--- config.mk ---
export PLATFORM = sky130hd
export DESIGN_NAME = game_state_ctrl
export DESIGN_NICKNAME = d
export VERILOG_FILES = /design/src/rtl/game_state_ctrl.sv
export SDC_FILE = /design/constraint.sdc
export NUM_CORES = 1
export LEC_CHECK = 0
export BUFFER_PORTS_ARGS = -buffer_cell sky130_fd_sc_hd__buf_2
export CORE_MARGIN = 3
export CORE_UTILIZATION = 35
export CTS_CLUSTER_SIZE = 14
export DETAILED_ROUTE_END_ITERATION = 7
export GPL_TIMING_DRIVEN = 0
export PLACE_DENSITY = 0.66
export SKIP_CTS_REPAIR_TIMING = 1
export SLEW_MARGIN = 20
export SYNTH_ARGS = -nofsm -noshare
export SYNTH_HDL_FRONTEND = slang
export SYNTH_SLANG_ARGS = --single-unit
--- constraint.sdc ---
create_clock -name clk -period 2.38 [get_ports clk]
set_clock_uncertainty 0.05 [all_clocks]
set_input_delay 0.357 -clock clk [delete_from_list [all_inputs] [get_ports clk]]
set_output_delay 0.357 -clock clk [all_outputs]
set_load 0.01 [all_outputs]
--- src/rtl/game_state_ctrl.sv ---
// Top-level game sequencer: MENU/PLAYING/DEAD/WIN flow, level tracking,
// frame-based countdowns, sound-trigger and frog-respawn pulses.
module game_state_ctrl #(
    parameter int unsigned MAX_LEVEL   = 9,
    parameter int unsigned DEAD_FRAMES = 90,
    parameter int unsigned WIN_FRAMES  = 120,
    parameter int unsigned TIMER_W     = 8
) (
    input  logic       clk,
    input  logic       rst,
    input  logic       frame_tick,
    input  logic       btn_up_tick,
    input  logic       btn_down_tick,
    input  logic       btn_left_tick,
    input  logic       btn_right_tick,
    input  logic       collision,
    input  logic       at_goal,
    output logic [1:0] state,
    output logic [3:0] level,
    output logic [3:0] sound_trig,
    output logic       frog_reset
);

    localparam logic [3:0] SND_UI_PRESS   = 4'b0001;
    localparam logic [3:0] SND_NEXTLEVEL  = 4'b0010;
    localparam logic [3:0] SND_CRASH      = 4'b0100;
    localparam logic [3:0] SND_CELEBRATE  = 4'b1000;

    localparam logic [3:0]         LEVEL_MAX = 4'(MAX_LEVEL);
    localparam logic [TIMER_W-1:0] DEAD_LOAD = TIMER_W'(DEAD_FRAMES);
    localparam logic [TIMER_W-1:0] WIN_LOAD  = TIMER_W'(WIN_FRAMES);
    localparam logic [TIMER_W-1:0] TIMER_ONE = TIMER_W'(1);

    typedef enum logic [1:0] {
        MENU    = 2'd0,
        PLAYING = 2'd1,
        DEAD    = 2'd2,
        WIN     = 2'd3
    } state_t;

    state_t             cur;
    logic [TIMER_W-1:0] timer;
    logic               goal_armed;
    logic               any_btn;

    assign any_btn = btn_up_tick | btn_down_tick | btn_left_tick | btn_right_tick;
    assign state   = cur;

    always_ff @(posedge clk) begin
        if (rst) begin
            cur        <= MENU;
            level      <= 4'd1;
            timer      <= '0;
            goal_armed <= 1'b1;
            sound_trig <= '0;
            frog_reset <= 1'b0;
        end else begin
            sound_trig <= '0;
            frog_reset <= 1'b0;
            case (cur)
                MENU: begin
                    if (any_btn) begin
                        cur        <= PLAYING;
                        level      <= 4'd1;
                        goal_armed <= 1'b1;
                        sound_trig <= SND_UI_PRESS;
                        frog_reset <= 1'b1;
                    end
                end
                PLAYING: begin
                    // goal_armed blocks repeat level-ups while the respawned frog
                    // is still reported on the goal row.
                    if (collision) begin
                        cur        <= DEAD;
                        timer      <= DEAD_LOAD;
                        sound_trig <= SND_CRASH;
                    end else if (at_goal && goal_armed) begin
                        if (level < LEVEL_MAX) begin
                            level      <= level + 4'd1;
                            goal_armed <= 1'b0;
                            sound_trig <= SND_NEXTLEVEL;
                            frog_reset <= 1'b1;
                        end else begin
                            cur        <= WIN;
                            timer      <= WIN_LOAD;
                            sound_trig <= SND_CELEBRATE;
                        end
                    end else if (!at_goal) begin
                        goal_armed <= 1'b1;
                    end
                end
                DEAD: begin
                    if (frame_tick && (timer != '0)) begin
                        timer <= timer - TIMER_ONE;
                        if (timer == TIMER_ONE) begin
                            cur <= MENU;
                        end
                    end
                end
                WIN: begin
                    // Buttons only count once the lockout has fully expired.
                    if (timer != '0) begin
                        if (frame_tick) begin
                            timer <= timer - TIMER_ONE;
                        end
                    end else if (any_btn) begin
                        cur        <= MENU;
                        sound_trig <= SND_UI_PRESS;
                    end
                end
                default: begin
                    cur <= MENU;
                end
            endcase
        end
    end

endmodule

==> flow_summary.json <==
{
  "ys_ff_latch": 20,
  "grt_pass1_wl_um": 4590,
  "grt_max_degree": 12,
  "cap_violations": 0,
  "drc": 0,
  "wire_per_inst_um": 13.1,
  "grt_pass1_vias": 1035,
  "netlist_instances": 137,
  "busiest_layer": "met2",
  "ir_drop_v": 0.000337,
  "setup-tns-final_ns": 0,
  "first_pass_iters": 4,
  "viasPerCell": 5.51,
  "num_vias": 1107,
  "end_kind": "flop",
  "max_slew.worst_pin.slew_ns": 0.795,
  "path_clk_slew_ns": 0.11,
  "netSwitchingPower_uw": 289,
  "synth_ff_type": "dfxtp_1",
  "slew_viol_final": 0,
  "status": "complete, no violations",
  "synthXorXnorAreaFrac_pct": 1.57,
  "grt_util_met2_pct": 22.9,
  "clkSinkCount": 20,
  "path_max_fanout": 6,
  "diodes": 0,
  "dieArea_um2": 3910,
  "gp_congestion": 0.937,
  "ioPinCount": 20,
  "syn_area_per_cell_um2": 8.16,
  "critPathKind": "flop to flop",
  "p_int_uw": 575,
  "synth_edf_count": 0,
  "num_rows": 19,
  "synthMuxAreaShare_pct": 4.59,
  "cts_root_buf": "clkbuf_4",
  "p_leak_uw": 0.000513,
  "die_w_um": 62.5,
  "synth_cell_type_count": 36,
  "seqPwrFrac_pct": 46.7,
  "required_ns": 2.57,
  "grt_antenna_before_repair": 0,
  "synthSimpleGateAreaFrac_pct": 28.9,
  "r2r_setup_slack_ns": 0.36,
  "met1_usage_pct": 18.3,
  "hold_path.class": "input pin to flop",
  "rsz0062_at_grt": "false",
  "clockBufferDepth": 2,
  "combPwrFrac_pct": 30.9,
  "final_common_cell": "dfxtp_1",
  "hold_viol_final": 0,
  "synth-compound-area-share_pct": 19.5,
  "die_h_um": 62.5,
  "min_period_ns": 2.02,
  "syn2layout_area_growth_pct": 16.0,
  "powerDensity_nw_per_um2": 667,
  "grt_util_met3_pct": 4.68,
  "cp.arrival_ns": 2.21,
  "fin_crit_sh_pct": 84.9,
  "layout.nets": 174,
  "relSlewSlack_pct": 46.5,
  "drtIter0Drc": 47,
  "syn-cell-area_um2": 1120,
  "drive_gt1_share_pct": 16.4,
  "cts_inserted_buffers": 3,
  "clkLatencyLatePin_ns": 0.30,
  "sw_frac_of_total_pct": 33.5,
  "synthAdderAreaFrac_pct": 5.60,
  "dp_hpwl_um": 2070,
  "totalWireLength_um": 2630,
  "coreArea_um2": 2900,
  "mostFrequentLayoutCells": "dfxtp_1, buf_2, nor2_1, nand2_1, a21oi_1",
  "p_total_uw": 864,
  "portBuffers": 18,
  "clockPowerShare_pct": 22.5,
  "synth_nets": 151,
  "worst_setup_path_start_kind": "flop",
  "h-tree-depth": 1,
  "cts_tree": "done",
  "start_util_pct": 38.5,
  "synthArstFlopShare_pct": 0,
  "synth_warnings": 0,
  "ant_nets": 0,
  "max_freq_ghz": 0.495,
  "ys_seq_area_share_pct": 35.8,
  "grt_overflow_total": 0,
  "synth_top_family_by_area": "simple AND/OR/NAND/NOR gates",
  "grtUsageTotal_pct": 14.0,
  "finalSetupViolCount": 0
}
sequential cells by signal (all words and copies together) (netlist names):
name,cells
state,2
timer,8
frog_reset,1
level,4
goal_armed,1
sound_trig,4
synth_stat cells, drive strengths merged (2+ instances only):
cell | number | share of area, %
nand2b | 8 | 4.5
a31oi | 5 | 2.8
nand3 | 3 | 1.3
mux2i | 4 | 3.6
nor2b | 2 | 1.1
nor4 | 3 | 1.7
nand4 | 4 | 2.2
a211o | 3 | 2.4
and3 | 2 | 1.1
ha | 5 | 5.6
inv | 7 | 2.4
nor3 | 5 | 2.2
clkbuf | 5 | 1.7
or4 | 4 | 3.0
a21oi | 9 | 4.0
a211oi | 3 | 2.0
xnor2 | 2 | 1.6
nor2 | 12 | 4.0
nand2 | 10 | 3.4
o21ai | 7 | 3.1
dfxtp | 20 | 36
cell type report:
cell class	instances	area, µm²
Multi-Input combinational cell	105	672
Clock buffer	4	36.3
Timing Repair Buffer	18	90.1
Tap cell	42	52.6
Sequential cell	20	400
Fill cell	307	1600
Buffer	5	18.8
Inverter	7	26.3
through the flow:
step	hold WS, ns	std cells	setup slack [ns]	cell area, µm²	utilization [%]
after floorplan	0.403	137	0.467	1120	-
after global placement	0.424	197	0.282	1260	43.4
after detailed placement	0.447	197	0.256	1260	43.4
after CTS	0.311	201	0.353	1300	44.7
after global routing	0.342	201	0.225	1300	44.7
final	0.317	201	0.360	1300	44.7
power by group through the flow:
stage                     Clock, µW  Combinational [µW]  Sequential, µW
after global routing            219                 301             411
final                           194                 267             403
after floorplan                   0                 189             412
after detailed placement          0                 264             410
after CTS                       203                 266             402
after global placement            0                 260             407
logic make-up after synthesis:
| kind of cell | Yosys count |
|---|---|
| AND/OR/NAND/NOR | 59 |
| flip-flops | 20 |
| multiplexers | 5 |
| buffers and inverters | 12 |
| AO/OA/AOI/OAI | 34 |
| XOR/XNOR | 2 |
| adder cells (fa/ha/maj) | 5 |
critical path: stages (launching register included):
cell and delay (ns):
dfxtp_1 0.37, or4_4 0.55, or4_1 0.42, or4_1 0.41
a21oi_1 0.15
metal layers:
| metal | share of wire [%] | wire length [µm] |
|---|---|---|
| met3 | 5.0 | 131 |
| met1 | 49 | 1290 |
| met5 | 0 | 0 |
| met4 | 0.46 | 12 |
| met2 | 46 | 1200 |
worst paths after layout:
kind | startpoint | end | cells after the start
hold reg to reg | goal_armed | goal_armed | 2
setup reg to reg | timer[2] | timer[7] | 4
hold / removal | at_goal | goal_armed | 3
setup / recovery | timer[2] | timer[7] | 4
No activity file was read; power rests on OpenSTA's default activity.
